**src/rtl/pc_sequencer_pkg.sv**
```systemverilog
// Shared types and constants for the fetch PC sequencer: FSM states, the NOP
// instruction word and the control-flow target helpers.
package pc_sequencer_pkg;

  typedef enum logic [1:0] {
    ST_RUN,
    ST_STALL,
    ST_PENDING,
    ST_SQUASH
  } seq_state_e;

  localparam logic [31:0] NOP_INSTR = 32'h0000_0000;

  localparam int unsigned SQUASH_W = 3;

  function automatic logic [31:0] jump_target(input logic [31:0] pc4,
                                              input logic [25:0] imm);
    return {pc4[31:28], imm, 2'b00};
  endfunction

  function automatic logic [31:0] beq_target(input logic [31:0] pc4,
                                             input logic [31:0] imm);
    return pc4 + {imm[29:0], 2'b00};
  endfunction

endpackage

```
**src/rtl/pc_sequencer_redirect_target.sv**
```systemverilog
// Combinational redirect detection and target selection for jump/beq in ID.
import pc_sequencer_pkg::*;

module redirect_target (
  input  logic        flag_jump,
  input  logic [25:0] jump_imme,
  input  logic        flag_beq,
  input  logic [31:0] beq_imme,
  input  logic [31:0] id_pc4,
  output logic        redirect,
  output logic [31:0] target
);

  always_comb begin
    redirect = flag_jump | flag_beq;
    // Jump wins when both flags are raised in the same cycle.
    if (flag_jump) target = jump_target(id_pc4, jump_imme);
    else           target = beq_target(id_pc4, beq_imme);
  end

endmodule

```
**src/rtl/pc_sequencer.sv**
```systemverilog
// Fetch PC owner: sequences the PC around redirects, load-use stalls and
// instruction-memory wait states, and counts accepted redirects.
import pc_sequencer_pkg::*;

module pc_sequencer #(
  parameter logic [31:0] RESET_PC    = 32'h0000_0000,
  parameter int unsigned FLUSH_SLOTS = 1
) (
  input  logic        clk,
  input  logic        rst,
  input  logic        stall_req,
  input  logic        imem_ready,
  input  logic        flag_jump,
  input  logic [25:0] jump_imme,
  input  logic        flag_beq,
  input  logic [31:0] beq_imme,
  input  logic [31:0] id_pc4,
  output logic [31:0] pc,
  output logic        if_id_write,
  output logic        if_id_flush,
  output logic        id_ex_bubble,
  output logic [15:0] redirect_count
);

  localparam seq_state_e          AFTER_LOAD  = (FLUSH_SLOTS > 1) ? ST_SQUASH : ST_RUN;
  localparam logic [SQUASH_W-1:0] SQUASH_INIT = SQUASH_W'(FLUSH_SLOTS - 1);

  seq_state_e          state_q, state_d;
  logic [31:0]         pc_q, pc_d;
  logic [31:0]         tgt_q, tgt_d;
  logic [15:0]         cnt_q, cnt_d;
  logic [SQUASH_W-1:0] sq_q, sq_d;

  logic        redirect;
  logic [31:0] target;

  redirect_target u_redirect_target (
    .flag_jump (flag_jump),
    .jump_imme (jump_imme),
    .flag_beq  (flag_beq),
    .beq_imme  (beq_imme),
    .id_pc4    (id_pc4),
    .redirect  (redirect),
    .target    (target)
  );

  always_comb begin
    state_d      = state_q;
    pc_d         = pc_q;
    tgt_d        = tgt_q;
    cnt_d        = cnt_q;
    sq_d         = sq_q;
    if_id_write  = 1'b0;
    if_id_flush  = 1'b0;
    id_ex_bubble = 1'b0;

    unique case (state_q)
      // STALL shares RUN's rules: once stall_req drops, flags are acted on at once.
      ST_RUN, ST_STALL: begin
        if (stall_req) begin
          state_d      = ST_STALL;
          id_ex_bubble = 1'b1;
        end else if (redirect) begin
          if_id_flush = 1'b1;
          cnt_d       = cnt_q + 16'd1;
          if (imem_ready) begin
            pc_d    = target;
            sq_d    = SQUASH_INIT;
            state_d = AFTER_LOAD;
          end else begin
            tgt_d   = target;
            state_d = ST_PENDING;
          end
        end else begin
          state_d = ST_RUN;
          if (imem_ready) begin
            pc_d        = pc_q + 32'd4;
            if_id_write = 1'b1;
          end
        end
      end
      ST_PENDING: begin
        if_id_flush = 1'b1;
        if (imem_ready) begin
          pc_d    = tgt_q;
          sq_d    = SQUASH_INIT;
          state_d = AFTER_LOAD;
        end
      end
      ST_SQUASH: begin
        if (imem_ready) begin
          if_id_flush = 1'b1;
          pc_d        = pc_q + 32'd4;
          sq_d        = sq_q - SQUASH_W'(1);
          if (sq_q <= SQUASH_W'(1)) state_d = ST_RUN;
        end
      end
      default: state_d = ST_RUN;
    endcase

    if (rst) begin
      if_id_write  = 1'b0;
      if_id_flush  = 1'b0;
      id_ex_bubble = 1'b0;
    end
  end

  always_ff @(posedge clk) begin
    if (rst) begin
      state_q <= ST_RUN;
      pc_q    <= {RESET_PC[31:2], 2'b00};
      tgt_q   <= '0;
      cnt_q   <= '0;
      sq_q    <= '0;
    end else begin
      state_q <= state_d;
      pc_q    <= {pc_d[31:2], 2'b00};
      tgt_q   <= tgt_d;
      cnt_q   <= cnt_d;
      sq_q    <= sq_d;
    end
  end

  assign pc             = pc_q;
  assign redirect_count = cnt_q;

endmodule
```
**config.mk**
```make
export PLATFORM = sky130hd
export DESIGN_NAME = pc_sequencer
export DESIGN_NICKNAME = d
export VERILOG_FILES = /design/src/rtl/pc_sequencer_pkg.sv /design/src/rtl/pc_sequencer_redirect_target.sv /design/src/rtl/pc_sequencer.sv
export SDC_FILE = /design/constraint.sdc
export NUM_CORES = 1
export LEC_CHECK = 0
export CAP_MARGIN = 20
export CORE_MARGIN = 5
export CORE_UTILIZATION = 51
export DETAILED_ROUTE_END_ITERATION = 8
export PLACE_DENSITY = 0.82
export SYNTH_ARGS = -nofsm -noshare
export SYNTH_HDL_FRONTEND = slang
export SYNTH_SLANG_ARGS = --single-unit
```
**constraint.sdc**
```tcl
create_clock -name clk -period 4 [get_ports clk]
set_input_delay 0.8 -clock clk [delete_from_list [all_inputs] [get_ports clk]]
set_output_delay 0.8 -clock clk [all_outputs]
set_load 0.02 [all_outputs]
```
==> results of run 1 <==
state kept, by name (all words and copies together) (netlist names):
name	flops
state_q	2
sq_q	3
pc	30
redirect_count	16
tgt_q	30
synth_stat cells, drive strengths merged (4+ instances only):
cell type | instances | area [um2]
a21o | 19 | 143
and2 | 5 | 31.3
and4 | 4 | 35.0
a311oi | 4 | 35.0
buf | 8 | 41.3
or3 | 6 | 37.5
xnor2 | 26 | 228
inv | 14 | 52.6
nor3b | 4 | 30.0
o21ai | 47 | 235
xor2 | 34 | 298
nor2 | 116 | 435
o21bai | 5 | 37.5
a32oi | 8 | 70.1
clkbuf | 51 | 191
o211ai | 6 | 45.0
nor3 | 37 | 195
a221oi | 9 | 78.8
a31oi | 10 | 62.6
nand3 | 19 | 95.1
o31ai | 4 | 30.0
nand2 | 88 | 330
o31a | 5 | 45.0
nand4 | 16 | 100
o21a | 7 | 52.6
mux2i | 5 | 50.1
a21oi | 70 | 350
ha | 33 | 413
and3 | 13 | 81.3
a211oi | 20 | 150
nor2b | 8 | 50.1
nor4 | 4 | 31.3
dfxtp | 81 | 1620
routing by layer:
metal  up-vias  global-route usage
li1       3192                   -
met1      3014               0.315
met2       256               0.410
met3        32              0.0597
met4         0              0.0804
met5         -                   0
cells by family after synthesis:
logic type / Yosys count
AND/OR/NAND/NOR: 329
AO/OA/AOI/OAI: 236
flip-flops: 81
buffers and inverters: 73
XOR/XNOR: 60
adder cells (fa/ha/maj): 34
multiplexers: 8
other: 1
per-stage QoR:
| step | power [mW] | area (um2) | utilization | setup slack [ps] |
|---|---|---|---|---|
| global route | 2.60 | 7850 | 0.682 | 169 |
| detailed placement | 1.69 | 7570 | 0.657 | -32.6 |
| CTS | 2.49 | 7850 | 0.682 | 331 |
| global placement | 1.68 | 7570 | 0.657 | 69.3 |
| floorplan | 1.40 | 6050 | - | 721 |
| finish | 2.48 | 7850 | 0.682 | 310 |
area by class of cell:
cell class	instances	share of cell area
clock buffers	13	0.0344
clock inverters	2	0.00159
inverters	14	0.00670
multi-input cells	669	0.530
flip-flops and latches	81	0.207
well taps	143	0.0228
repair buffers	160	0.198
final timing paths:
check,from,endpoint,slack (ps),cells past startpoint
max,beq_imme[0],pc[22]$_SDFFE_PP0P_,310,13
min,tgt_q[15]$_SDFFE_PP0P_,tgt_q[15]$_SDFFE_PP0P_,460,2
max reg2reg,state_q[1]$_SDFFE_PP0P_,pc[29]$_SDFFE_PP0P_,1520,7
min reg2reg,tgt_q[15]$_SDFFE_PP0P_,tgt_q[15]$_SDFFE_PP0P_,460,2
tightest hold or removal path: stages, from the launching register on:
cell     delay (ps)
dfxtp_1         310
nand2_1          50
a21oi_1          50
report_power, final:
part | leakage [nW] | switching [mW] | internal [mW] | total (mW)
Combinational | 2.21 | 0.418 | 0.357 | 0.775
Clock | 0.138 | 0.322 | 0.467 | 0.788
Sequential | 0.663 | 0.0564 | 0.858 | 0.915
Total | 3.01 | 0.796 | 1.68 | 2.48
==> run metrics, run 1 <==
outcome=completed; Worst-Margin Slew=676 ps; RSZ-0062 raised after global routing=no; post-synthesis adder-cell area fraction=0.0717; Post-CTS Setup Inserts=0; startpoint types=input pin; multiplexer share of the synthesized area=0.0139; PD cells=316 mW/mm2; Vias/cell=approximately 6.0; Max Cap Viol=0; Max VDD drop=between 200 and 250 uV; Clock Skew=7.69 ps; Async SR Flop Fraction=0; slowest stage delay, CP=460 ps; synthesis-to-finish area growth=29.9%; Cell variety after synth=66; relative slew slack=0.549; period utilisation layout=0.923; fmax=271 MHz; Hold WS=461 ps; fin nets=1065; Leak Pwr=about 3 nW; critical path's slowest cell=clkdlybuf4s50_1; FF+latch area=around 0.0016 mm2; total grt overflow=0; crit path time final=3690 ps; Post-Synth XOR/XNOR Area=0.0870; final slew viol count=0; Final setup viols=0; Worst path top cell family by delay=compound AO/OA/AOI/OAI gates; largest net degree at the start of global routing=64; global-route wire length before repair=29.2 mm; # IOs=147; peak fanout along the critical path=4; DRC viols=0; CTS root buffer=clkbuf_16; sequential area share after synthesis=0.268; DR WL/cell=between 15 and 20 um; Cell Area, Synth=0.00604 mm2; multi-input combinational cell area=about 0.0042 mm2; Antenna Nets Post-Route=0; Chip Width=around 120 um; crit path kind=in2reg; Bufs and invs on worst path=2; GRT Resource Usage Total=0.246; WL met1=7.58 mm; clock sinks=81; die height=119 um; Hold Vio Cnt, Final=0; final non-filler cell total=1082; Data required, critical path=approximately 4200 ps; most frequent cells in the layout=clkdlybuf4s50_1, nor2_1, nand2_1; commonest non-fill, non-tap cell in the layout=clkdlybuf4s50_1; largest family of logic cells by synthesized area=compound AO/OA/AOI/OAI gates; DR WL met2=8.42 mm; post-cts sizing count=0; DRT Wirelength=17.8 mm; share of cells above drive strength 1=0.0543; Fin Setup TNS=0 ps; Worst-path clk slew=60 ps; hold_buf cts=0; FILL cells=1010; CP Capture Type=flip-flop; vias in the first global route=roughly 6100; initial core utilization=0.525; Max Used Layer=met4; Compound-Gate Fraction of Synth Area=0.260; H-Tree Depth=3; dpl hpwl=approximately 13 mm; Worst-Skew Late Latency=340 ps; routed vias=approximately 6500; Ys Warns=0; die area=approximately 0.014 mm2; WL met3=1.42 mm; CTS tree=done; DR pass1 iterations=5; core area=0.0115 mm2; synthesized flop and latch total=81; Max Root-Sink Buffers=2; crit path cell chain=clkdlybuf4s50_1 -> ha_1 -> inv_1 -> fa_1 -> nor2b_1 -> o31a_2 -> o22ai_4 -> nor4_2 -> a2111oi_4 -> o221a_4 -> mux2_1 -> a221oi_1 -> nor3_1; HP Class=reg2reg; 1st-iter DRT viols=roughly 500; number of CTS-inserted buffers=9; syn avg cell area=7.35 um2; Antenna diodes=0; worst path arrival time=3890 ps; initial antenna violation count=0; Rows=39; EDFF count, synth=0; Final Wtd Congestion=0.923; Port Buf Inserts=140; Post-Synth Simple-Gate Area=0.251; Top FF cell, synth=dfxtp_1; placed cells=about 1100; Syn Inst Count=822
Power figures use the tool's default switching activity.
==> run 2, diff against run 1 <==
- CORE_ASPECT_RATIO: unset -> 0.9
==> run metrics, run 2 (synthesis results as in run 1) <==
Max Root-Sink Buffers=2; GRT Resource Usage Total=0.244; # IOs=147; worst path arrival time=just under 4000 ps; slowest stage delay, CP=470 ps; peak fanout along the critical path=4; initial antenna violation count=0; most frequent cells in the layout=clkdlybuf4s50_1, nor2_1, nand2_1; Max Cap Viol=0; core area=between 0.01 and 0.015 mm2; synthesis-to-finish area growth=30.2%; total grt overflow=0; Post-CTS Setup Inserts=0; CP Capture Type=flip-flop; placed cells=1080; CTS tree=done; Fin Setup TNS=0 ps; total power draw=around 2.5 mW; routed vias=6429; clock sinks=81; PD cells=321 mW/mm2; Data required, critical path=4200 ps; Leak Pwr=3.01 nW; outcome=completed; die height=roughly 110 um; Worst path top cell family by delay=compound AO/OA/AOI/OAI gates; largest net degree at the start of global routing=56; crit path cell chain=clkdlybuf4s50_1 -> ha_1 -> inv_1 -> fa_1 -> nor2b_1 -> o31a_2 -> o22ai_4 -> nor4_2 -> a2111oi_4 -> o221a_4 -> mux2_1 -> a221oi_1 -> nor3_1; Bufs and invs on worst path=2; vias in the first global route=between 5000 and 6000; Max VDD drop=237 uV; hold_buf cts=0; 1st-iter DRT viols=650; Worst-Skew Late Latency=around 340 ps; die area=0.0141 mm2; FILL cells=972; DR pass1 iterations=5; critical path's slowest cell=clkdlybuf4s50_1; commonest non-fill, non-tap cell in the layout=clkdlybuf4s50_1; Worst-path clk slew=60 ps; Port Buf Inserts=140; global-route wire length before repair=28.7 mm; Setup WS pre-CTS=around 1.7 ps; period utilisation layout=0.912; Antenna diodes=0; Rows=37; post-cts sizing count=0; Worst-Margin Slew=735 ps; relative slew slack=0.510; HP Class=reg2reg; initial core utilization=0.524; DR WL/cell=16.3 um; Hold WS=roughly 460 ps; H-Tree Depth=3; fin nets=1065; CTS root buffer=clkbuf_16; DRC viols=0; Chip Width=around 120 um; startpoint types=input pin; Final Wtd Congestion=between 0.9 and 1; Vias/cell=a little under 6; number of CTS-inserted buffers=9; Antenna Nets Post-Route=0; dpl hpwl=roughly 13 mm; share of cells above drive strength 1=0.0553; RSZ-0062 raised after global routing=no; Final setup viols=0; fmax=274 MHz; crit path kind=in2reg; DRT Wirelength=between 15 and 20 mm; final non-filler cell total=1096; Final WS setup=351 ps; Clock Skew=7.77 ps; crit path time final=3650 ps; Hold Vio Cnt, Final=0; final slew viol count=0
run 2: cell types whose count changed in the layout (fill, tap and decap cells not counted):
cell        before  now
buf_4           19   20
clkbuf_8         3    1
inv_6            0    1
clkinvlp_4       1    0
bufinv_16        0    1
clkinv_2         1    3
buf_12           1    0
run 2: where the power goes:
part	internal, mW	leakage (nW)	total (mW)	switching, mW
Sequential	0.858	0.663	0.913	0.0554
Combinational	0.354	2.20	0.772	0.417
Clock	0.500	0.150	0.840	0.340
Total	1.71	3.01	2.52	0.812
run 2: cell type report:
type | instances | area (um2) | share of cell area
clock inverter | 5 | 53.8 | 0.00684
tap | 156 | 195 | 0.0248
sequential | 81 | 1620 | 0.206
multi-input combinational | 669 | 4160 | 0.529
inverter | 14 | 52.6 | 0.00668
clock buffer | 11 | 243 | 0.0309
timing repair buffer | 160 | 1540 | 0.196
run 2: worst min-delay path: stages (launching register included):
cell     delay, ps
dfxtp_1        310
nand2_1         50
a21oi_1         50
run 2: routing by layer:
metal  global-route usage  share of wire  vias to the layer above
met5                    0              0                        -
met4               0.0687          0.018                        0
met3               0.0665          0.086                       27
met2                0.388           0.45                      276
li1                     -              -                     3187
met1                0.327           0.44                     2939
run 2: final timing paths:
path | start | to | slack [ps] | cells after the start
setup / recovery | id_pc4[2] | pc[22]$_SDFFE_PP0P_ | 350 | 13
hold / removal | tgt_q[2]$_SDFFE_PP0P_ | tgt_q[2]$_SDFFE_PP0P_ | 460 | 2
setup reg to reg | pc[9]$_SDFFE_PP0P_ | pc[29]$_SDFFE_PP0P_ | 1450 | 9
hold reg to reg | tgt_q[2]$_SDFFE_PP0P_ | tgt_q[2]$_SDFFE_PP0P_ | 460 | 2
run 2: stage by stage:
step           instance area (um2)   util
6_report                      7870  0.682
3_3_place_gp                  7570  0.657
4_1_cts                       7870  0.682
3_5_place_dp                  7570  0.657
2_1_floorplan                 6050      -
5_1_grt                       7870  0.682
==> patch, RTL diff (settings of run 1) <==
Change the package constant `SQUASH_W` from 3 to 5.
--- a/src/rtl/pc_sequencer_pkg.sv
+++ b/src/rtl/pc_sequencer_pkg.sv
@@ -11,7 +11,7 @@
 
   localparam logic [31:0] NOP_INSTR = 32'h0000_0000;
 
-  localparam int unsigned SQUASH_W = 3;
+  localparam int unsigned SQUASH_W = 5;
 
   function automatic logic [31:0] jump_target(input logic [31:0] pc4,
                                               input logic [25:0] imm);
Check against the original RTL: same outputs for any inputs over 4 cycles, from zero or initial values and one cycle with rst high; that may be too few to reach the edited logic, so the function may still have changed.
==> patch against run 1 <==
Synthesized cell count fell by 0.12%. Setup slack better by 41 ps. Power increased by 2.8%. Area after synthesis rose by 2.4%. Routed wire length increased by 1.7%. Cell area rose by 1.6%. Sequential cell count increased by 2. Critical path type unchanged. Sequential power is 1% higher. Fmax is 1.1% higher.
==> patch: results (changes against run 1) <==
\begin{tabular}{lr}
\hline
Metric & Value \\
\hline
\multicolumn{2}{l}{\textbf{Placement}} \\
HPWL after detailed placement & 13.3 mm (about the same) \\
Placer congestion estimate & 0.903 (was 0.923) \\
Instance count after placement with tap cells included & 1076 (was 1067) \\
Placement-stage cell area & 7660 um\^{}2 (was 7570 um\^{}2) \\
Post-Place Setup Slack & 152 ps (was -32.6 ps) \\
\multicolumn{2}{l}{\textbf{Detailed routing}} \\
Average via count per standard cell & 6.02 (was 6.00) \\
Violation count after the first detailed-routing iteration & 556 (was 492) \\
Routed WL & 18.2 mm (was 17.8 mm) \\
Via total after detailed routing & 6571 (was 6494) \\
\multicolumn{2}{l}{\textbf{STA}} \\
Worst Max-Slew Pin Slew & 1040 ps (was 676 ps) \\
\multicolumn{2}{l}{\textbf{Final layout}} \\
Clock network contribution to total cell area & 3.94\% (was 3.60\%) \\
Data buffer area share & 18.8\% (was 19.8\%) \\
Layout cell share with drive strength beyond 1 & 6.03\% (was 5.43\%) \\
Fill cells & 1025 (was 1010) \\
Number of clock buffer instances in the layout & 12 (was 13) \\
\multicolumn{2}{l}{\textbf{Outcome}} \\
Status & completed (unchanged) \\
\multicolumn{2}{l}{\textbf{Logic synthesis}} \\
Synth cell types & 72 (was 66) \\
Sequential area share after synthesis & 26.8\% (about the same) \\
Flop and latch count out of synthesis & 83 (was 81) \\
\multicolumn{2}{l}{\textbf{Setup path}} \\
Delay of the slowest cell on the worst path & 570 ps (was 460 ps) \\
\multicolumn{2}{l}{\textbf{Pwr}} \\
Leakage power & 0.00299 uW (was 0.00301 uW) \\
\multicolumn{2}{l}{\textbf{GRT}} \\
Vias in the first global route & 6218 (was 6069) \\
Pin count of the biggest net entering global routing & 63 (was 64) \\
Global-route wire length before repair & 29.5 mm (was 29.2 mm) \\
Total routing resource utilization after global routing & 24.7\% (was 24.6\%) \\
\hline
\end{tabular}
[patch: changes by cell type after synthesis, sizes merged, moves of 6 or more]
cell and delta:
a21o -8, a21oi +13, buf +6, clkbuf -18, inv +7, mux2i +6
nand2 -17, nor3 +7, o211ai +6, o21ai -6, xor2 -6
[patch: report_power, final]
part	switching [uW]	total, uW	internal, uW
sequential	51.7	926	875
combinational	411	756	345
clock	333	866	532
[patch: critical path, delay by kind of cell]
| kind | cells | cell delay [ps] |
|---|---|---|
| simple gates | 2 | 330 |
| compound gates | 4 | 1350 |
| fa+ha+maj | 2 | 570 |
| mux | 1 | 130 |
| xor+xnor | 1 | 170 |
| buf+inv | 2 | 520 |
[patch: final timing paths]
path                            end                   start  cells after the start  slack (ps)
min          tgt_q[17]$_SDFFE_PP0P_  tgt_q[17]$_SDFFE_PP0P_                      2         460
min reg2reg  tgt_q[17]$_SDFFE_PP0P_  tgt_q[17]$_SDFFE_PP0P_                      2         460
max reg2reg     pc[31]$_SDFFE_PP0P_     pc[11]$_SDFFE_PP0P_                      8        1480
max          tgt_q[24]$_SDFFE_PP0P_               id_pc4[2]                     12         350
[patch: kinds of logic (layout without fill, tap and decap cells)]
group	count (synthesis)	after routing	share of synthesized area, %
AND/OR/NAND/NOR	325	325	25.2
AO/OA/AOI/OAI	242	242	25.9
flip-flops	83	83	26.8
buffers and inverters	68	191	4.91
XOR/XNOR	54	54	7.76
adder cells (fa/ha/maj)	34	34	6.99
multiplexers	14	14	2.32
other	1	2	0.0606
[patch: per-layer routing]
layer	wire length, um	global-route usage (%)	vias up
met2	8790	42.3	257
met3	1360	5.14	41
met4	469	7.59	0
met5	0	0	-
li1	-	-	3236
met1	7530	31.2	3037
